===== config.mk =====
export PLATFORM = sky130hd
export DESIGN_NAME = regfile_wb_scheduler
export DESIGN_NICKNAME = d
export VERILOG_FILES = /design/src/rtl/regfile_wb_scheduler.sv
export SDC_FILE = /design/constraint.sdc
export NUM_CORES = 1
export LEC_CHECK = 0
export BUFFER_PORTS_ARGS = -buffer_cell sky130_fd_sc_hd__clkbuf_2
export CAP_MARGIN = 25
export CORE_ASPECT_RATIO = 0.8
export CORE_MARGIN = 2
export CORE_UTILIZATION = 45
export CTS_BUF_LIST = sky130_fd_sc_hd__clkbuf_8
export DETAILED_ROUTE_END_ITERATION = 8
export PLACE_DENSITY = 0.86
export SETUP_SLACK_MARGIN = 0.15
export SLEW_MARGIN = 15
export SYNTH_ARGS = -nofsm -noshare
export SYNTH_HDL_FRONTEND = slang
export SYNTH_SLANG_ARGS = --single-unit

===== constraint.sdc =====
create_clock -name clk -period 3.2 [get_ports clk]
set_clock_uncertainty 0.05 [all_clocks]
set_input_delay 0.64 -clock clk [delete_from_list [all_inputs] [get_ports clk]]
set_output_delay 0.64 -clock clk [all_outputs]
set_load 0.02 [all_outputs]

===== src/rtl/regfile_wb_scheduler.sv =====
// Writeback scheduler for a 32-entry register file. It arbitrates ALU and LSU writebacks
// round-robin onto the single write port and keeps a busy scoreboard for RAW/WAW issue stalls.
module regfile_wb_scheduler #(
    parameter int XLEN = 32,
    parameter int AW   = 5
) (
    input  logic                 clk,
    input  logic                 reset,

    input  logic                 issue_valid,
    input  logic [AW-1:0]        issue_rd,
    input  logic                 issue_rd_en,
    input  logic [AW-1:0]        issue_rs1,
    input  logic [AW-1:0]        issue_rs2,
    output logic                 issue_stall,

    input  logic                 alu_wb_valid,
    input  logic [AW-1:0]        alu_wb_addr,
    input  logic [XLEN-1:0]      alu_wb_data,
    output logic                 alu_wb_ready,

    input  logic                 lsu_wb_valid,
    input  logic [AW-1:0]        lsu_wb_addr,
    input  logic [XLEN-1:0]      lsu_wb_data,
    output logic                 lsu_wb_ready,

    output logic                 rf_write_enable,
    output logic [AW-1:0]        rf_write_addr,
    output logic [XLEN-1:0]      rf_write_data,

    output logic [(2**AW)-1:0]   busy_mask,
    output logic                 idle
);

    localparam int NREG = 2**AW;

    logic [NREG-1:0] busy_q, busy_d;
    // ptr_q = 0 favours the ALU, 1 favours the LSU
    logic            ptr_q, ptr_d;
    logic            we_q, we_d;
    logic [AW-1:0]   waddr_q, waddr_d;
    logic [XLEN-1:0] wdata_q, wdata_d;

    logic            alu_gnt, lsu_gnt, wb_fire;
    logic [AW-1:0]   wb_addr;
    logic [XLEN-1:0] wb_data;
    logic            hazard, issue_accept;

    always_comb begin
        alu_gnt = 1'b0;
        lsu_gnt = 1'b0;
        if (!reset) begin
            alu_gnt = alu_wb_valid & (!lsu_wb_valid | !ptr_q);
            lsu_gnt = lsu_wb_valid & (!alu_wb_valid |  ptr_q);
        end
    end

    assign alu_wb_ready = alu_gnt;
    assign lsu_wb_ready = lsu_gnt;
    assign wb_fire      = alu_gnt | lsu_gnt;
    assign wb_addr      = lsu_gnt ? lsu_wb_addr : alu_wb_addr;
    assign wb_data      = lsu_gnt ? lsu_wb_data : alu_wb_data;

    // Hazard uses registered busy state only; a clear in this cycle is not bypassed.
    assign hazard = busy_q[issue_rs1] | busy_q[issue_rs2] | (issue_rd_en & busy_q[issue_rd]);

    always_comb begin
        issue_stall = 1'b1;
        if (!reset) begin
            issue_stall = issue_valid & hazard;
        end
    end

    assign issue_accept = issue_valid & !issue_stall;

    always_comb begin
        busy_d = busy_q;
        if (wb_fire) begin
            busy_d[wb_addr] = 1'b0;
        end
        // Applied after the clear so a same-cycle set wins.
        if (issue_accept && issue_rd_en) begin
            busy_d[issue_rd] = 1'b1;
        end
        busy_d[0] = 1'b0;
    end

    always_comb begin
        ptr_d = ptr_q;
        if (alu_gnt) begin
            ptr_d = 1'b1;
        end else if (lsu_gnt) begin
            ptr_d = 1'b0;
        end
    end

    always_comb begin
        we_d    = 1'b0;
        waddr_d = waddr_q;
        wdata_d = wdata_q;
        // A grant to x0 is consumed without touching the register file.
        if (wb_fire && (wb_addr != '0)) begin
            we_d    = 1'b1;
            waddr_d = wb_addr;
            wdata_d = wb_data;
        end
    end

    always_ff @(posedge clk) begin
        if (reset) begin
            busy_q  <= '0;
            ptr_q   <= 1'b0;
            we_q    <= 1'b0;
            waddr_q <= '0;
            wdata_q <= '0;
        end else begin
            busy_q  <= busy_d;
            ptr_q   <= ptr_d;
            we_q    <= we_d;
            waddr_q <= waddr_d;
            wdata_q <= wdata_d;
        end
    end

    assign rf_write_enable = we_q;
    assign rf_write_addr   = waddr_q;
    assign rf_write_data   = wdata_q;
    assign busy_mask       = busy_q;
    assign idle            = (busy_q == '0) & !alu_wb_valid & !lsu_wb_valid & !we_q;

endmodule


==> results.md, run 1 <==
STA:
- The time the final worst path needs with I/O delays and setup is 3451 ps.
- Headroom to the max-slew limit came out at 60.09%.
- Static timing analysis puts the maximum clock frequency at 289.8 MHz.
- The setup violation total in the final timing report is 1.
- The final hold violation count is 0.
- Across all setup checks in the final design, the least slack found is -251.0 ps.
- The number of pins exceeding their max-slew limit in the final report is 0.
- The fraction of the cycle the final worst path needs is 107.8%.
- Setup repair after global routing could not meet its margin everywhere.
- The worst-margin pin slew is 590.6 ps.

Critical path:
- The startpoint type of the worst setup path is a primary input.
- In this run the critical register-to-register path is launched from busy_mask[7].
- The length in cells of the worst reg-to-reg path is 7.
- At the worst endpoint, the arrival time is 2760 ps.
- The endpoint type of the worst setup path is a primary output.
- For the worst setup path, the data required time is 2510 ps.
- The maximum net fanout on the critical path is 3.
- The launch point of the worst path is issue_rs1[0].
- The category of the critical setup timing path is primary input to primary output.

Final layout:
- In the final layout, the share of cells above drive strength 1 is 35.35%.
- The top cell types in the final layout, fill and taps aside, are sky130_fd_sc_hd__clkbuf_2 (166), sky130_fd_sc_hd__nand2_1 (94), sky130_fd_sc_hd__dfxtp_1 (70).
- Cells fill 60.67% of the core in the end.
- For this run, the post-layout net count is 769.
- The number of antenna repair diodes is 0.
- Relative to the synthesized area, the layout overhead comes to 31.67%.
- The library cell used most frequently in the layout, excluding fill and tap cells, is sky130_fd_sc_hd__clkbuf_2.

Detailed routing:
- The final wirelength is 15.91 mm.
- The via count normalized by instance count is 6.203.
- The detail route stage leaves a number of antenna-violating nets equal to 0.
- The violation count after the first detailed-routing iteration is 583.
- The number of optimization iterations in the first detailed-route pass is 8.
- In the final routed layout, each cell accounts on average for 20.04 microns.
- The remaining routing DRC violations is 0.
- The overall via count from detail_route is 4925.

Global routing:
- The number of global-route vias before repair is 4717.
- The initial antenna violation count is 1.
- Global routing used 31.11% of the available tracks across all layers.
- Entering global routing, the biggest net connects 71 pins.
- The overflow left after global routing is 0.
- The first-pass GRT wire length is 24.99 mm.

Logic synthesis:
- Yosys printed 0 warnings.
- The combined area of all synthesized cells is 4164 sq um.
- The post-synthesis xor/xnor area fraction is 0%.
- Counting distinct cell types in the post-synthesis netlist gives 53.
- The fraction of the yosys area taken by sequential cells is 33.65%.
- For this run, asynchronously set or reset flops after synthesis account for 0%.
- The total nets after synthesis is 594.
- The synthesized netlist devotes 0% of its cell area to adder and majority cells.
- Summing the areas of all compound-gate instances in the mapped netlist gives 26.14% of the synthesized area.
- The synthesized netlist devotes 20.73% of its cell area to simple gates.
- The predominant post-synthesis flop cell is sky130_fd_sc_hd__dfxtp_1.
- In the synthesized netlist, the number of instances is 499.
- Counting flops with a built-in enable in the synthesized netlist gives 0.
- In this run, synthesis produced a sequential element count of 70.
- The portion of synthesized area spent on multiplexers is 13.76%.
- The largest family of logic cells by synthesized area is compound AO/OA/AOI/OAI gates.
- Averaged over all synthesized cells, the footprint is 8.345 sq um.

Floorplan:
- The die is 111.6 microns wide.
- The vertical die dimension is 90.04 microns.
- The area of the die is 10040 sq um.
- The initial utilization of the core area, before any placement, comes to 46.08%.
- The area of the core is 9037 sq um.
- The number of top-level pins is 169.
- The initialized floorplan defines 31 standard-cell rows.

Min path:
- In this run the most critical hold path is launched from rf_write_addr[1].
- The class of the tightest hold or removal check is flop to flop.
- The worst hold path was traced through 2 stages.

Pwr:
- The power share of the sequential group is 46.0%.
- The cell internal power dissipation is 1.391 mW.
- For this design the total switching power over the nets is 0.6537 mW.
- The switching power share of the total is 31.97%.
- The design draws 2.045 mW.
- The analysis attributes to cell leakage a power of 2.467 nW.
- The clock group share of total power is 30.3%.
- The worst IR drop on VDD is 0.2232 mV.
- The power share of the combinational group is 23.8%.
- The total power density per cell area is 372.9 nW/um^2.

Clocking:
- The level count of the clock H-tree is 3.
- The clock insertion delay at the later pin of the skew report is 350 ps.
- TritonCTS built the clock tree.
- After clock tree synthesis, the setup repair step added 0 buffers.
- The clock-pin slew on the worst setup and hold paths is 70 ps.
- The tree is rooted in a sky130_fd_sc_hd__clkbuf_8.
- The number of buffers added by the clock tree synthesis step is 9.
- The number of buffers on the longest clock path is 2.
- For this design, the sink count on the clock tree is 70.

Place:
- Once detailed placement completed, the half-perimeter wirelength came to 12.04 mm.
- The quantity of I/O buffers inserted on ports is 167.
- The congestion estimate from routability-driven global placement came to 1.067.

Outcome:
- The flow ran to the end, but the final reports show violations.
- The checks that failed: setup timing.

Flow run:
- The tool flagged a number of max-cap violations equal to 0.
-- worst max-delay path, cell delays in order --
cell and delay [ps]:
sky130_fd_sc_hd__clkbuf_4 150, sky130_fd_sc_hd__mux4_2 510, sky130_fd_sc_hd__mux2i_1 150, sky130_fd_sc_hd__nor3b_1 70, sky130_fd_sc_hd__or4_1 510, sky130_fd_sc_hd__a2111o_1 360, sky130_fd_sc_hd__a21o_4 230, sky130_fd_sc_hd__clkbuf_2 150
-- repair_timing --
| item | in CTS | in global routing |
|---|---|---|
| hold buffers | 0 | 0 |
| endpoints found under the hold margin | 0 | 0 |
| setup endpoints to repair | 1 | 1 |
| resized for setup | 1 | 0 |
| cloned | 0 | 0 |
-- metrics by stage --
step / cell area, sq um / TNS, ps / instances / worst slack (ps) / hold slack [ps]
final: 5483 / -251.0 / 794 / -251.0 / 418.9
after global routing: 5483 / -281.6 / 794 / -281.6 / 460.1
after CTS: 5483 / -234.0 / 794 / -234.0 / 423.1
after detailed placement: 5313 / -242.2 / 778 / -242.2 / 409.9
after global placement: 5313 / -183.3 / 778 / -183.3 / 394.5
after floorplan: 4193 / -103.9 / 499 / -103.9 / 479.8
-- registers in the layout, summed over array words and instances (netlist names) --
name,count
busy_mask,31
ptr_q,1
rf_write_data,32
rf_write_enable,1
rf_write_addr,5
-- metal layers --
metal | GRT usage, % | vias up | wire length (microns)
met1 | 40.08 | 2312 | 6214
met2 | 47.05 | 320 | 7249
li1 | - | 2242 | -
met5 | 0 | - | 0
met4 | 12.04 | 0 | 468
met3 | 12.20 | 51 | 1977
-- synth_stat cells (2+ instances only) --
cell type,number,area share (%)
sky130_fd_sc_hd__o21a_1,2,0.36
sky130_fd_sc_hd__clkbuf_1,29,2.6
sky130_fd_sc_hd__mux4_2,6,3.2
sky130_fd_sc_hd__buf_2,4,0.48
sky130_fd_sc_hd__inv_1,8,0.72
sky130_fd_sc_hd__nand2_1,94,8.5
sky130_fd_sc_hd__nor2_1,42,3.8
sky130_fd_sc_hd__o311ai_0,18,3.8
sky130_fd_sc_hd__o22a_1,2,0.42
sky130_fd_sc_hd__o221ai_1,5,1.1
sky130_fd_sc_hd__buf_1,5,0.45
sky130_fd_sc_hd__a31oi_1,3,0.45
sky130_fd_sc_hd__mux2_2,6,1.6
sky130_fd_sc_hd__nand3_1,8,0.96
sky130_fd_sc_hd__buf_6,4,1.1
sky130_fd_sc_hd__a2111oi_0,2,0.42
sky130_fd_sc_hd__o31ai_1,30,5.4
sky130_fd_sc_hd__nand3b_1,2,0.36
sky130_fd_sc_hd__o21ai_0,8,0.96
sky130_fd_sc_hd__o211ai_1,15,2.7
sky130_fd_sc_hd__nor3b_1,2,0.36
sky130_fd_sc_hd__nor4_1,8,1.2
sky130_fd_sc_hd__a311o_1,3,0.72
sky130_fd_sc_hd__a22oi_1,3,0.54
sky130_fd_sc_hd__o22ai_1,2,0.30
sky130_fd_sc_hd__dfxtp_1,70,34
sky130_fd_sc_hd__nand4_1,2,0.30
sky130_fd_sc_hd__nand2b_1,10,1.5
sky130_fd_sc_hd__or2_2,3,0.45
sky130_fd_sc_hd__o32ai_1,2,0.42
sky130_fd_sc_hd__a311oi_1,33,6.9
sky130_fd_sc_hd__nor2b_1,11,1.7
sky130_fd_sc_hd__mux2i_1,37,8.9
-- final timing paths --
check	end	slack, ps
setup reg to reg	busy_mask[17]	490
setup / recovery	issue_stall	-250
hold / removal	rf_write_addr[1]	420
hold reg to reg	rf_write_addr[1]	420
-- kinds of logic after synthesis --
logic type             after synthesis
DFF                                 70
buffers and inverters               52
and+or+nand+nor                    191
other                                1
muxes                               49
AOI/OAI and AO/OA                  136
-- power by group through the flow --
stage / Sequential, mW / Clock [mW] / Combinational, mW
2_1_floorplan: 1.01 / 0 / 0.245
3_3_place_gp: 0.957 / 0 / 0.464
3_5_place_dp: 0.960 / 0 / 0.477
4_1_cts: 0.940 / 0.630 / 0.478
5_1_grt: 0.944 / 0.669 / 0.525
6_report: 0.940 / 0.619 / 0.486
-- layout make-up --
cell class | count | area, sq um
fill | 805 | 3555
tap | 115 | 143.9
timing repair buffer | 207 | 1176
clock inverter | 6 | 30.03
inverter | 9 | 33.78
sequential | 70 | 1401
clock buffer | 10 | 137.6
multi-input combinational | 377 | 2560
(Power assumes the default switching activity.)
==> run 2: changes to the inputs <==
--- a/config.mk
+++ b/config.mk
@@ -5,14 +5,16 @@
 export SDC_FILE = /design/constraint.sdc
 export NUM_CORES = 1
 export LEC_CHECK = 0
+export ABC_AREA = 1
 export BUFFER_PORTS_ARGS = -buffer_cell sky130_fd_sc_hd__clkbuf_2
 export CAP_MARGIN = 25
 export CORE_ASPECT_RATIO = 0.8
-export CORE_MARGIN = 2
-export CORE_UTILIZATION = 45
+export CORE_MARGIN = 1.5
+export CORE_UTILIZATION = 46
 export CTS_BUF_LIST = sky130_fd_sc_hd__clkbuf_8
 export DETAILED_ROUTE_END_ITERATION = 8
-export PLACE_DENSITY = 0.86
+export GPL_TIMING_DRIVEN = 0
+export PLACE_DENSITY = 0.87
 export SETUP_SLACK_MARGIN = 0.15
 export SLEW_MARGIN = 15
 export SYNTH_ARGS = -nofsm -noshare
==> run 2 against run 1 <==
  * The run now ends clean
  * Clock power is 16% higher
  * Core utilization grew 0.47 points
  * Fmax grew 18%
  * Non-clock buffer count grew 1
  * Final area grew 2.9%
  * Final cell count up 26%
  * Combinational power increased by 1%
  * Synthesized cell count rose by 42%
  * Sequential share of layout area shrank 0.73 points
  * Critical path depth increased by 6
  * Worst setup slack improved by 530 ps
  * Register-to-register slack improved by 590 ps
  * Critical path type unchanged
==> results.md, run 2 <==
Logic synthesis:
- In the post-synthesis netlist, the cell with the most instances is sky130_fd_sc_hd__nand2_1.
- The post-synthesis average cell area came to 6.277 sq um (-25%).
- The flip-flop and latch count after synthesis is 70 (unchanged).
- Counting instances in the post-synthesis netlist gives the leading cell types as sky130_fd_sc_hd__nand2_1 (222), sky130_fd_sc_hd__dfxtp_1 (70), sky130_fd_sc_hd__nand3_1 (66).
- The proportion of synthesized flip-flops having asynchronous set or reset came to 0% (unchanged).
- The cell type with the largest total area after synthesis is sky130_fd_sc_hd__dfxtp_1.
- The fraction of the yosys area taken by sequential cells is 31.49% (-2.2 points).
- The synthesized netlist cell count is 709 (+42%).
- The most used flip-flop cell after synthesis is sky130_fd_sc_hd__dfxtp_1.
- The top cell type's share of synthesized area is 31.49% (-2.2 points).
- The combined area of all synthesized cells is 4451 sq um (+6.9%).
- The number of enable flip-flop cells after synthesis is 0 (unchanged).
- The count of cell types in the netlist is 29 (-45%).
- The total nets after synthesis is 804 (+35%).
- The total of warnings raised by yosys is 0 (unchanged).
- By area the synthesized netlist is led by sky130_fd_sc_hd__dfxtp_1 (31%), sky130_fd_sc_hd__nand2_1 (19%), sky130_fd_sc_hd__nand3_1 (7.4%).

Floorplan:
- The die width was 113.0 microns (+1.3%).
- The area of the die was 10280 sq um (+2.3%).
- The number of rows in the core area is 31 (unchanged).
- The vertical die dimension came to 90.98 microns (+1.0%).
- The area of the core came to 9231 sq um (+2.1%).
- The number of top-level pins is 169 (unchanged).
- The initial standard-cell utilization of the core is 48.21% (+2.1 points).

Critical path:
- The category of the critical setup timing path is primary input to primary output.
- The flop-to-flop setup slack is 1080 ps (+590 ps).
- The maximum single-stage delay on the critical path came to 230 ps (-280 ps).
- The worst setup path is captured at a primary output.
- The required time at the worst-slack endpoint is 2510 ps (about the same).
- The capturing instance or port of the critical path is issue_stall.
- The maximum net fanout on the critical path is 10 (+7).
- STA classifies the critical path startpoint as a primary input.
- The most numerous cell type found on the critical path is sky130_fd_sc_hd__nand3_1.
- The worst endpoint data arrival time is 2230 ps (-530 ps).
- Traced cell by cell, the critical path runs through buf_2, inv_2, buf_2, nand2_1, nand3_1, nand3_1, nand3_1, nand3_1, nand2_1, nand3_2, nand2_4, buf_6, nand2_1, buf_2.
- The terminus of the critical flop-to-flop path is busy_mask[18].
- The length in cells of the worst reg-to-reg path is 15 (+8).
- The launch point of the worst path is issue_rs2[0].
- The worst register-to-register path begins at busy_mask[28].
- Among all stages on the critical path, the largest delay is contributed by sky130_fd_sc_hd__buf_2.

Min path:
- The class of the tightest hold or removal check is flop to flop.

Final layout:
- The area growth from synthesis to final layout is 26.82%.
- The library cell used most frequently in the layout, excluding fill and tap cells, is sky130_fd_sc_hd__nand2_1.
- The number of antenna repair diodes is 0 (unchanged).
- Leaving out fill and tap cells, the most frequent cells in the layout are sky130_fd_sc_hd__nand2_1 (220), sky130_fd_sc_hd__clkbuf_2 (162), sky130_fd_sc_hd__dfxtp_1 (70).
- The sequential cell area is 1401 sq um (unchanged).
- The number of nets in the layout was 979 (+27%).
- The area used by multi-input combinational logic is 2600 sq um (+1.6%).
- The flip-flop count of the largest register, all copies and words added is 32 (unchanged).
- The number of inserted filler cells in the final layout came to 882 (+9.6%).
- The share of layout cells above drive strength 1 was 27.33% (-8.0 points).
- The post-route non-filler standard cell count is 1004 (+26%).
- The core utilization of the finished layout was 61.14% (+0.47 points).

Place:
- The routability congestion estimate from global placement is 0.9521 (-11%).
- The quantity of I/O buffers inserted on ports came to 162 (-3.0%).
- The HPWL after detailed placement came to 11.47 mm (-4.7%).
- The cell count after placement was 986 (+27%).

Clocking:
- The tree is rooted in a sky130_fd_sc_hd__clkbuf_8.
- TritonCTS built the clock tree.
- The level count of the clock H-tree is 3 (unchanged).
- The number of buffers added by the clock tree synthesis step is 9 (unchanged).
- The clock insertion delay at the later pin of the skew report is 360 ps (about the same).
- The number of buffers on the longest clock path is 2 (unchanged).
- The hold-fix buffer count after cts was 0 (unchanged).
- The number of clock sinks seen by CTS is 70 (unchanged).
- The clock-pin slew on the worst setup and hold paths is 70 ps (about the same).

Global routing:
- The total global-route track usage came to 29.35% (-1.8 points).
- The largest net degree at the start of global routing was 14 (-80%).
- The first-pass GRT wire length is 24.09 mm (-3.6%).
- The overflow left after global routing is 0 (unchanged).
- The number of global-route vias before repair is 4857 (+3.0%).
- The initial antenna violation count was 0 (-1).

Outcome:
- The run finished with clean final reports.

STA:
- The fraction of the cycle the final worst path needs is 91.25% (-17 points).
- The setup violation total in the final timing report is 0 (-1).
- The time the final worst path needs with I/O delays and setup is 2920 ps (-531.2 ps).
- Setup repair after global routing left no endpoint under its margin.
- The maximum achievable frequency came to 342.5 MHz (+18%).
- The number of pins exceeding their max-slew limit in the final report came to 0 (unchanged).
- The final hold violation count came to 0 (unchanged).
- The setup total negative slack came to 0 ps (+251.0 ps).

Detailed routing:
- The number of optimization iterations in the first detailed-route pass is 5 (-3).
- The final wirelength is 15.21 mm (-4.4%).
- The remaining routing DRC violations is 0 (unchanged).
- The overall via count from detail_route is 5573 (+13%).
- The routed wirelength normalized by instance count is 15.15 microns (-24%).
- The via count normalized by instance count was 5.551 (-11%).
- The count of antenna-violating nets left after detailed routing came to 0 (unchanged).
- The violation count after the first detailed-routing iteration is 809 (+39%).

Flow run:
- The max capacitance violation total is 0 (unchanged).

Pwr:
- The leakage component of the power came to 2.647 nW (+7.3%).
- The total power was 2.148 mW (+5.1%).
- The worst IR drop on VDD is 0.2908 mV (+30%).
- The total power density per cell area is 380.6 nW/um^2 (+2.1%).
run 2: changes by cell type in the layout (fill, tap and decap cells not counted), moves of 28 or more:
cell,delta
sky130_fd_sc_hd__nand4_1,+31
sky130_fd_sc_hd__nand2_1,+126
sky130_fd_sc_hd__nand3_1,+58
sky130_fd_sc_hd__a21oi_1,+29
sky130_fd_sc_hd__a311oi_1,-33
sky130_fd_sc_hd__inv_1,+45
sky130_fd_sc_hd__o31ai_1,-30
sky130_fd_sc_hd__mux2i_1,-37
sky130_fd_sc_hd__o21ai_1,+28
sky130_fd_sc_hd__a31oi_1,+29
run 2: report_power, final:
group          internal, mW  total (mW)  switching (mW)
clock network         0.360       0.719           0.359
registers             0.913       0.938          0.0249
logic                 0.168       0.491           0.323
total                  1.44        2.15           0.707
run 2: critical path: cells and delay by family:
family / cells / cell delay (ps)
simple gates: 9 / 790
buf+inv: 5 / 800
run 2: area by class of cell:
cell class,instances,share of cell area [%]
multi-input cells,534,46.07
flip-flops and latches,70,24.83
repair buffers,164,14.63
plain buffers,44,4.301
inverters,61,4.101
well taps,115,2.549
clock buffers,9,2.195
clock inverters,7,1.330
run 2: what timing repair did:
action                                  4_1_cts  5_1_grt
endpoints found under the setup margin        1        1
setup buffers                                 0        2
gates resized for setup                       2       10
pin swaps                                     0        2
run 2: through the flow:
stage | setup slack, ps | area, sq um | hold slack (ps)
floorplan | 593.7 | 4451 | 392.8
global placement | 92.58 | 5405 | 409.7
detailed placement | 109.6 | 5405 | 416.6
CTS | 203.2 | 5608 | 423.6
global route | 134.9 | 5644 | 424.5
finish | 280.1 | 5644 | 422.6
run 2: how the worst min path moves through the flow:
stage,startpoint,endpoint,depth (start not counted)
4_1_cts,reset,busy_mask[1],2
3_3_place_gp,ptr_q,ptr_q,2
2_1_floorplan,ptr_q,ptr_q,2
6_report,ptr_q,ptr_q,2
3_5_place_dp,ptr_q,ptr_q,2
5_1_grt,reset,busy_mask[31],2
run 2: cell families (layout without fill, tap and decap cells):
kind of cell	after synthesis	in the layout	synth area share (%)
compound gates	143	143	18.84
simple gates	390	390	39.16
flops	70	70	31.49
other cells	1	1	0.08426
buf+inv	105	285	10.43
run 2: per-layer routing:
layer	wire [microns]	GRT usage, %
met5	0	0
met4	474	9.479
met3	1881	8.545
met2	6641	46.09
met1	6217	38.83
==> run 3: changes to the inputs <==
--- a/config.mk
+++ b/config.mk
@@ -14,7 +14,7 @@
 export CTS_BUF_LIST = sky130_fd_sc_hd__clkbuf_8
 export DETAILED_ROUTE_END_ITERATION = 8
 export GPL_TIMING_DRIVEN = 0
-export PLACE_DENSITY = 0.87
+export PLACE_DENSITY = 0.8
 export SETUP_SLACK_MARGIN = 0.15
 export SLEW_MARGIN = 15
 export SYNTH_ARGS = -nofsm -noshare
==> run 3 against run 2 <==
  * Die area stayed put
  * Flip-flop and latch count unchanged
  * Clock power increased by 8.2%
  * Combinational power increased by 1%
  * Sequential share of layout area decreased by 0.16 points
  * Critical path type unchanged
  * Largest cell class unchanged
  * Highest routed layer unchanged
==> results.md, run 3 (synthesized netlist as in run 2, its figures left out) <==
Place:
- The routability congestion estimate from global placement is 0.9324 (-2.1%).
- The quantity of I/O buffers inserted on ports is 162 (unchanged).
- The pre-CTS setup slack is 88.00 ps (-21.57 ps).
- The HPWL after detailed placement is 11.47 mm (about the same).

Clocking:
- The clock insertion delay at the later pin of the skew report was 350 ps (about the same).
- The clock-pin slew on the worst setup and hold paths is 70 ps (about the same).
- The number of buffers on the longest clock path is 2 (unchanged).
- The level count of the clock H-tree is 3 (unchanged).
- The number of buffers added by the clock tree synthesis step is 9 (unchanged).
- The number of clock sinks seen by CTS is 70 (unchanged).
- Clock tree synthesis selected as its root buffer the cell sky130_fd_sc_hd__clkbuf_8.
- The clock tree from TritonCTS is built.

Global routing:
- The overflow left after global routing is 0 (unchanged).
- The largest net degree at the start of global routing came to 13 (-1).
- The first-pass GRT wire length is 25.18 mm (+4.5%).
- The number of global-route vias before repair is 5064 (+4.3%).
- The total global-route track usage was 30.50% (+1.1 points).
- The initial antenna violation count came to 0 (unchanged).

Critical path:
- The length in cells of the worst reg-to-reg path is 15 (unchanged).
- The startpoint of the worst register-to-register path is busy_mask[28].
- The capturing instance or port of the critical path is issue_stall.
- The critical path starts at issue_rd[0].
- The worst endpoint data arrival time is 2200 ps (-30 ps).
- The worst setup path is of the primary input to primary output kind.
- Walking the worst path, the cells encountered are clkbuf_4, buf_6, o21ai_0, nand2_1, nand2_1, nand2_1, nand2_1, nor2_1, nand2_1, nand2_1, nand3_2, nand2_2, buf_6, nand2_1, buf_4.
- The worst setup path is launched from a primary input.
- The maximum single-stage delay on the critical path is 260 ps (+30 ps).
- The flop-to-flop setup slack came to 1020 ps (-60 ps).
- The slowest library cell on the worst path is sky130_fd_sc_hd__o21ai_0.
- The family with the most delay on the worst path is simple AND/OR/NAND/NOR gates.
- The required time at the worst-slack endpoint is 2510 ps (about the same).
- The cell repeated most along the worst path is sky130_fd_sc_hd__nand2_1.
- The terminus of the critical flop-to-flop path is busy_mask[21].
- The endpoint type of the worst setup path is a primary output.
- The maximum net fanout on the critical path is 10 (unchanged).
- The depth of the critical timing path with buffers and inverters included was 15 (+1).
- The buffer and inverter count on the worst path was 4 (-1).

Detailed routing:
- The remaining routing DRC violations is 0 (unchanged).
- The count of antenna-violating nets left after detailed routing was 0 (unchanged).
- The number of optimization iterations in the first detailed-route pass is 5 (unchanged).
- The violation count after the first detailed-routing iteration is 600 (-26%).
- The via count normalized by instance count is 5.584 (+0.59%).
- The final wirelength is 15.54 mm (+2.1%).
- The routed wirelength normalized by instance count came to 15.48 microns (+2.1%).
- The overall via count from detail_route is 5606 (+0.59%).

Min path:
- The class of the tightest hold or removal check is flop to flop.
- The hold-critical path depth was 2 (unchanged).

Pwr:
- The switching power is 0.6951 mW (-1.7%).
- The switching power share of the total came to 31.40% (-1.5 points).
- The power share of the sequential group came to 42.4% (-1.3 points).
- The power share of the combinational group came to 22.5% (-0.4 points).
- The total power is 2.214 mW (+3.0%).
- The cell internal power dissipation is 1.519 mW (+5.4%).
- The worst IR drop on VDD is 0.2163 mV (-26%).
- The clock group share of total power is 35.1% (+1.6 points).
- The leakage component of the power is 2.664 nW (+0.62%).
- The total power density per cell area came to 389.6 nW/um^2 (+2.4%).

Floorplan:
- The area of the die was 10280 sq um (unchanged).
- The area of the core was 9231 sq um (unchanged).
- The number of rows in the core area is 31 (unchanged).
- The die width is 113.0 microns (unchanged).
- The vertical die dimension is 90.98 microns (unchanged).
- The initial standard-cell utilization of the core is 48.21% (unchanged).
- The number of top-level pins is 169 (unchanged).

Final layout:
- The number of antenna repair diodes is 0 (unchanged).
- The share of layout cells above drive strength 1 is 27.45% (+0.11 points).
- The library cell used most frequently in the layout, excluding fill and tap cells, is sky130_fd_sc_hd__nand2_1.
- The library cells used most frequently in the layout, excluding fill and tap cells, are sky130_fd_sc_hd__nand2_1 (220), sky130_fd_sc_hd__clkbuf_2 (162), sky130_fd_sc_hd__dfxtp_1 (70).
- The area growth from synthesis to final layout is 27.66%.
- The number of nets in the layout is 979 (unchanged).
- The flip-flop count of the largest register, all copies and words added came to 32 (unchanged).

Flow run:
- The max capacitance violation total is 0 (unchanged).

STA:
- For the pin with the worst max-slew slack, the measured transition is 510.0 ps.
- The number of pins exceeding their max-slew limit in the final report is 0 (unchanged).
- The post-layout worst setup margin is 305.9 ps (+25.78 ps).
- The fraction of the cycle the final worst path needs was 90.44% (-0.81 points).
- The final hold violation count is 0 (unchanged).
- The time the final worst path needs with I/O delays and setup is 2894 ps (-25.78 ps).
- The setup total negative slack is 0 ps (unchanged).
- The maximum achievable frequency is 345.5 MHz (+0.89%).
- The worst hold slack across all endpoints came to 427.6 ps (+4.946 ps).
- Setup repair after global routing left no endpoint under its margin.
- The setup violation total in the final timing report is 0 (unchanged).
- The tightest slew margin relative to the limit is 66.00%.

Outcome:
- The run finished with clean final reports.
[run 3: changes by cell type in the layout (fill, tap and decap cells not counted), moves of 2 or more]
cell / delta
sky130_fd_sc_hd__buf_2: -4
sky130_fd_sc_hd__buf_4: -2
sky130_fd_sc_hd__buf_6: +3
sky130_fd_sc_hd__clkbuf_4: +3
[run 3: worst register-to-register path, cell delays in order, from the launching register on]
cell                      delay (ps)
sky130_fd_sc_hd__dfxtp_1         460
sky130_fd_sc_hd__inv_1           120
sky130_fd_sc_hd__o21ai_0         260
sky130_fd_sc_hd__nand2_1          80
sky130_fd_sc_hd__nand2_1          70
sky130_fd_sc_hd__nand2_1          50
sky130_fd_sc_hd__nand2_1          70
sky130_fd_sc_hd__nor2_1           30
sky130_fd_sc_hd__nand2_1          50
sky130_fd_sc_hd__nand2_1          90
sky130_fd_sc_hd__nand3_2         110
sky130_fd_sc_hd__nand2_2         100
sky130_fd_sc_hd__buf_4           160
sky130_fd_sc_hd__buf_4           160
sky130_fd_sc_hd__nand4_1          90
sky130_fd_sc_hd__a21oi_1          90
[run 3: power by group through the flow]
stage | sequential [mW] | combinational (mW) | clock [mW]
finish | 0.938 | 0.498 | 0.778
detailed placement | 0.957 | 0.477 | 0
global route | 0.942 | 0.545 | 0.822
global placement | 0.957 | 0.473 | 0
floorplan | 1.01 | 0.253 | 0
CTS | 0.938 | 0.480 | 0.785
[run 3: worst min path at each step]
stage                      from             to
after floorplan           ptr_q          ptr_q
after global placement    ptr_q          ptr_q
after detailed placement  ptr_q          ptr_q
after CTS                 reset  busy_mask[31]
after global routing      reset  busy_mask[31]
final                     ptr_q          ptr_q
[run 3: area by class of cell]
cell class	count	area [sq um]
fill	930	3550
sequential	70	1401
timing repair buffer	164	828.3
clock buffer	9	123.9
clock inverter	7	90.09
buffer	44	261.5
multi-input combinational	534	2597
inverter	61	235.2
tap	115	143.9
[run 3: routing by layer]
layer  vias up  global-route usage (%)  routed length, microns
met5         -                       0                       0
met4         0                   10.31                     349
met3        41                   7.210                    1663
met2       322                   47.66                    6824
met1      2512                   41.39                    6700
li1       2731                       -                       -
[run 3: metrics by stage]
step / instance area [sq um] / cells / util [%]
after CTS: 5624 / 1002 / 60.92
after global routing: 5682 / 1004 / 61.55
after detailed placement: 5405 / 986 / 58.55
after global placement: 5405 / 986 / 58.55
final: 5682 / 1004 / 61.55
after floorplan: 4451 / 709 / -
[run 3: what timing repair did]
item / CTS / global route
gates cloned: 0 / 0
hold buffers: 0 / 0
setup endpoints to repair: 1 / 1
pin swaps: 0 / 1
hold endpoints to repair: 0 / 0
resized for setup: 2 / 18
setup buffers: 0 / 2
